==> src/rtl/trivium_stream_ctrl.sv <==
// trivium_stream_ctrl
//   Session controller for one external Trivium keystream core. It accepts a
//   key/IV/length request and loads the core. It runs the core for WARMUP
//   discarded steps, then steps it one bit per cycle. The bits are packed
//   MSB-first into WORD_W-bit words and presented on a valid/ready stream.
//   The core only steps when this block commands it, so sink backpressure
//   stalls the core and no keystream bit is lost or repeated.
//
// Optional feature: define TRIVIUM_STREAM_CTRL_ABORT_EN to add an `abort`
//   input. abort=1 in LOAD/WARM/GEN/OUT ends the session: the FSM goes to
//   DONE on the next edge, the pending word is dropped, and done still pulses.
//
// Ports
//   clk, reset          clock; synchronous active-low reset
//   start_valid/ready   request handshake; key, iv, len captured on accept
//   core_load           one-cycle load strobe to the core
//   core_key, core_iv   captured key/IV, stable for the whole session
//   core_step           core advances one bit on this edge
//   core_z              core keystream bit, valid while core_step=1
//   ks_valid/ready      keystream word handshake
//   ks_data             packed word, first bit in the MSB, unused low bits zero
//   ks_nbits            valid bits in ks_data (WORD_W except on the last word)
//   ks_last             final word of the session
//   busy                high in every state except IDLE
//   done                one-cycle pulse at session end
//   abort               (optional) session abort
module trivium_stream_ctrl #(
  parameter int WORD_W = 32,
  parameter int WARMUP = 1152,
  parameter int LEN_W  = 16
) (
  input  logic                      clk,
  input  logic                      reset,
  input  logic                      start_valid,
  output logic                      start_ready,
  input  logic [79:0]               key,
  input  logic [79:0]               iv,
  input  logic [LEN_W-1:0]          len,
  output logic                      core_load,
  output logic [79:0]               core_key,
  output logic [79:0]               core_iv,
  output logic                      core_step,
  input  logic                      core_z,
  output logic                      ks_valid,
  input  logic                      ks_ready,
  output logic [WORD_W-1:0]         ks_data,
  output logic [$clog2(WORD_W):0]   ks_nbits,
  output logic                      ks_last,
  output logic                      busy,
`ifdef TRIVIUM_STREAM_CTRL_ABORT_EN
  output logic                      done,
  input  logic                      abort
`else
  output logic                      done
`endif
);

  localparam int BW   = $clog2(WORD_W);
  localparam int WC_W = $clog2(WARMUP + 1);
  localparam logic [BW:0]     LAST_SLOT = (BW+1)'(WORD_W - 1);
  localparam logic [WC_W-1:0] WARM_INIT = WC_W'(WARMUP - 1);

  typedef enum logic [2:0] {IDLE, LOAD, WARM, GEN, OUT, DONE} st_t;

  st_t              state, nxt;
  logic [LEN_W-1:0] rem;       // keystream bits still to be generated
  logic [WC_W-1:0]  warm_cnt;  // warm-up steps left minus one
  logic [BW:0]      bit_cnt;   // bits packed into the current word
  logic [WORD_W-1:0] pack;
  logic [BW-1:0]    slot;
  logic             abort_req;

`ifdef TRIVIUM_STREAM_CTRL_ABORT_EN
  assign abort_req = abort & (state inside {LOAD, WARM, GEN, OUT});
`else
  assign abort_req = 1'b0;
`endif

  // WORD_W is a power of two, so WORD_W-1-bit_cnt is the bitwise inverse.
  // Writing by position leaves a partial word left-justified over zeros.
  assign slot     = ~bit_cnt[BW-1:0];
  assign ks_data  = pack;
  assign ks_nbits = bit_cnt;

  always_comb begin
    nxt = state;
    unique case (state)
      IDLE: if (start_valid) nxt = (len == '0) ? DONE : LOAD;
      LOAD: nxt = WARM;
      WARM: if (warm_cnt == '0) nxt = GEN;
      // Close the word when it is full or when this bit is the last one.
      GEN:  if (bit_cnt == LAST_SLOT || rem == LEN_W'(1)) nxt = OUT;
      OUT:  if (ks_ready) nxt = (rem == '0) ? DONE : GEN;
      DONE: nxt = IDLE;
      default: nxt = IDLE;
    endcase
    if (abort_req) nxt = DONE;
  end

  always_ff @(posedge clk) begin
    if (!reset) begin
      state       <= IDLE;
      rem         <= '0;
      warm_cnt    <= '0;
      bit_cnt     <= '0;
      pack        <= '0;
      core_key    <= '0;
      core_iv     <= '0;
      start_ready <= 1'b1;
      core_load   <= 1'b0;
      core_step   <= 1'b0;
      ks_valid    <= 1'b0;
      ks_last     <= 1'b0;
      busy        <= 1'b0;
      done        <= 1'b0;
    end else begin
      unique case (state)
        IDLE: if (start_valid) begin
          core_key <= key;
          core_iv  <= iv;
          rem      <= len;
        end
        LOAD: warm_cnt <= WARM_INIT;
        WARM: if (warm_cnt != '0) warm_cnt <= warm_cnt - 1'b1;
        GEN: begin
          pack[slot] <= core_z;
          bit_cnt    <= bit_cnt + 1'b1;
          rem        <= rem - 1'b1;
          if (nxt == OUT) ks_last <= (rem == LEN_W'(1));
        end
        OUT: if (ks_ready && nxt == GEN) begin
          pack    <= '0;
          bit_cnt <= '0;
        end
        default: ;
      endcase

      // Entering DONE (normally or by abort) drops any pending word so the
      // next session starts from an empty pack register.
      if (nxt == DONE) begin
        pack    <= '0;
        bit_cnt <= '0;
        ks_last <= 1'b0;
      end

      // Outputs are registered as a decode of the next state.
      state       <= nxt;
      start_ready <= (nxt == IDLE);
      core_load   <= (nxt == LOAD);
      core_step   <= (nxt == WARM) || (nxt == GEN);
      ks_valid    <= (nxt == OUT);
      busy        <= (nxt != IDLE);
      done        <= (nxt == DONE);
    end
  end

endmodule

==> config.mk <==
export PLATFORM = sky130hd
export DESIGN_NAME = trivium_stream_ctrl
export DESIGN_NICKNAME = d
export VERILOG_FILES = /design/src/rtl/trivium_stream_ctrl.sv
export SDC_FILE = /design/constraint.sdc
export NUM_CORES = 1
export LEC_CHECK = 0
export ABC_AREA = 1
export BUFFER_PORTS_ARGS = -buffer_cell sky130_fd_sc_hd__buf_2
export CORE_UTILIZATION = 40
export CTS_BUF_LIST = sky130_fd_sc_hd__clkbuf_4 sky130_fd_sc_hd__clkbuf_8 sky130_fd_sc_hd__clkbuf_16
export DETAILED_ROUTE_END_ITERATION = 12
export PLACE_DENSITY = 0.72
export SLEW_MARGIN = 20
export SYNTH_ARGS = -nofsm -noshare
export SYNTH_HDL_FRONTEND = slang
export SYNTH_SLANG_ARGS = --single-unit
export TNS_END_PERCENT = 10
==> constraint.sdc <==
create_clock -name clk -period 5.6 [get_ports clk]
set_input_delay 0.28 -clock clk [delete_from_list [all_inputs] [get_ports clk]]
set_output_delay 0.28 -clock clk [all_outputs]
set_load 0.005 [all_outputs]
==> impl_metrics.yaml <==
outcome:
  outcome: "finished, final reports clean"
grt:
  grt_pass1_wl_um: 42940
  overflow: 0
  grt_usage_pct: 21.55
  antenna_found_initial: 0
  grt_max_degree: 109
  grt_pass1_vias: 8908
sta:
  min_period_over_period_pct: 58.95
  relSlewSlack_pct: 39.15
  finalClockSkew_ns: 0.01071
  worst_slew_pin_slew_ns: 0.9128
  whs_ns: 0.01384
  fmaxAchievable_mhz: 302.9
  final.setup.worst_slack_ns: 2.299
  setup_tns_ns: 0
  drv_slew: 0
  finalHoldViolations: 0
  setup_violations: 0
  min_period_ns: 3.301
  rsz0062_at_grt: "false"
pwr:
  power_frac_seq_pct: 42.9
  p_int_mw: 3.271
  clkPwrFrac_pct: 37.7
  p_sw_share_pct: 28.37
  peakVddDrop_mv: 0.2352
  power_density_nw_per_um2: 356.7
  p_leak_nw: 6.279
  pwr-share-comb_pct: 19.4
  power.switching_mw: 1.295
final_layout:
  final_cells: 2041
  syn_to_final_growth_pct: 35.93
  layout-drive-gt1-share_pct: 26.27
  layout.nets: 1897
  design_area_um2: 12800
  antenna_cells: 0
critical_path:
  slowest_delay_ns: 0.79
  timing.rr.end: "ks_data[27]"
  cp.depth: 9
  critical_path_class: "register to register"
  start_kind: "register"
  crit_chain: "nor2_1, nand3_4, inv_6, nand3_1, nand3_2, nand4_1, nand2_1, buf_4, nor2_1"
  worstPathArrival_ns: 3.68
  cp-end-kind: "register"
  timing.critical_path.mode_cell: "nor2_1"
  startpoint: "state[0]"
  path_buf_inv: 2
  cp.required_ns: 5.98
  endpoint: "ks_data[27]"
  crit_slowest_cell: "inv_6"
  reg2regPathDepth: 9
  regToRegSetupSlack_ns: 2.30
  cp_max_fo: 82
  reg2reg_from: "state[0]"
  critPathTopFamily: "simple AND/OR/NAND/NOR gates"
synthesis:
  ys_types: 33
  syn_avg_cell_area_um2: 7.118
  yosys.area.top_type: "dfxtp_1"
  synth-main-ff-cell: "dfxtp_1"
  synth_edf_count: 0
  yosysTopAreaCellShare_pct: 49.96
  ys_warn_count: 0
  yosysSeqAreaShare_pct: 49.96
  synthTopCellsByArea: "dfxtp_1, nor2_1, o21ai_0, nand2_1, a21oi_1"
  synthCells: 1323
  syn_area_um2: 9417
  async_flop_share_pct: 0
  syn_nets: 1512
  ys_ff_latch: 235
drt:
  drtPass1Iterations: 5
  drt_iter0_markers: 800
  via_per_inst: 4.790
  vias: 9777
  drt_wl_total_um: 27500
  postRouteAntennaNets: 0
  routedWlPerCell_um: 13.47
  drcViolationCount: 0
place:
  routabilityCongestion: 0.8579
  placed_cell_area_um2: 11450
  dp_cells: 1947
  place.port_buffers: 385
  dpl.hpwl_um: 18610
  pre_cts_ws_ns: 2.248
die:
  io_pins: 386
  row_count: 55
  initial_utilization_pct: 41.22
  die_x_um: 155.4
  die-area_um2: 24160
  core-area_um2: 22850
  die_h_um: 155.4
worst_hold_path:
  hold_path_class: "input pin to register"
  hold_path_depth: 3
job:
  drv_cap: 0
clock_tree:
  post-cts-setup-buffers: 0
  clk_path_buf_depth: 3
  cts_tree: "done"
  insertion_delay_ns: 0.52
  htreeDepth: 1
  cts_made_buffers: 26
  cts_resized: 0
  clkTransAtPathRegs_ns: 0.06
  ctsHoldBuffers: 46
  clkSinkCount: 235
  cts_root_buffer: "clkbuf_16"
==> worst min-delay path, stage by stage <==
cell and delay, ns:
buf_2 0.07, o21ai_0 0.07, nor2_1 0.08
==> synthesized netlist by cell type, drive strengths merged (7+ instances only) <==
master and n:
a21oi 55, buf 29, clkbuf 50, dfxtp 235, ha 8, inv 57, nand2 179, nand3 21
nand4 9, nor2 452, nor3 10, o21ai 188, xor2 7
==> logic make-up (layout without fill, tap and decap cells) <==
group | count (synthesis) | after routing | synth area share, %
simple gates | 673 | 673 | 27.92
xor+xnor | 11 | 11 | 1.023
compound gates | 258 | 258 | 14.06
flops | 235 | 235 | 49.96
buf+inv | 138 | 543 | 5.979
fa+ha+maj | 8 | 8 | 1.063
==> metal layers <==
metal | share of wire, % | vias to the layer above | track usage [%] | wire length, um
li1 | - | 4986 | - | -
met2 | 48 | 355 | 37.77 | 13060
met4 | 3.4 | 0 | 7.796 | 940
met1 | 41 | 4375 | 25.25 | 11400
met5 | 0 | - | 0 | 0
met3 | 7.6 | 61 | 5.599 | 2091
==> cell type report <==
cell class	instances	area [um^2]
clock buffer	41	818.3
inverter	59	226.5
timing repair buffer	436	2427
fill	2173	10050
multi-input combinational	950	4161
sequential	235	4705
tap	313	391.6
clock inverter	7	70.07
==> power groups by stage <==
stage	sequential (mW)	clock (mW)	combinational, mW
after global routing	1.98	1.83	1.01
final	1.96	1.72	0.885
after floorplan	2.00	0	0.514
after global placement	1.99	0	0.843
after detailed placement	1.99	0	0.857
after CTS	1.96	1.77	0.885
==> how the worst min path moves through the flow <==
stage            startpoint      endpoint
4_1_cts              iv[15]   core_iv[15]
6_report              iv[0]    core_iv[0]
3_3_place_gp   warm_cnt[10]  warm_cnt[10]
2_1_floorplan  warm_cnt[10]  warm_cnt[10]
3_5_place_dp   warm_cnt[10]  warm_cnt[10]
5_1_grt             key[59]  core_key[59]
==> flip-flops by register name, indices dropped and copies added (netlist names), 3 cells and up <==
name,count
core_key,80
warm_cnt,11
ks_nbits,6
rem,16
ks_data,32
state,3
core_iv,80
==> metrics by stage <==
stage	util [%]	total power, mW
after floorplan	-	2.517
after CTS	56.02	4.610
after detailed placement	50.12	2.847
after global placement	50.12	2.828
after global routing	56.02	4.813
final	56.02	4.566
==> layout by cell type, fill, tap and decap left out, drive strengths merged <==
master	netlist	final
a211oi	1	1
a21oi	55	55
a31oi	4	4
and2	1	1
buf	29	390
bufinv	0	1
clkbuf	50	41
clkinv	2	6
clkinvlp	0	1
dfxtp	235	235
dlygate4sd3	0	46
ha	8	8
inv	57	58
nand2	179	179
nand3	21	21
nand4	9	9
nor2	452	452
nor3	10	10
nor4	1	1
o211ai	3	3
o21ai	188	188
o22ai	4	4
o31a	1	1
o31ai	2	2
xnor2	4	4
xor2	7	7
Power figures use the tool's default switching activity.
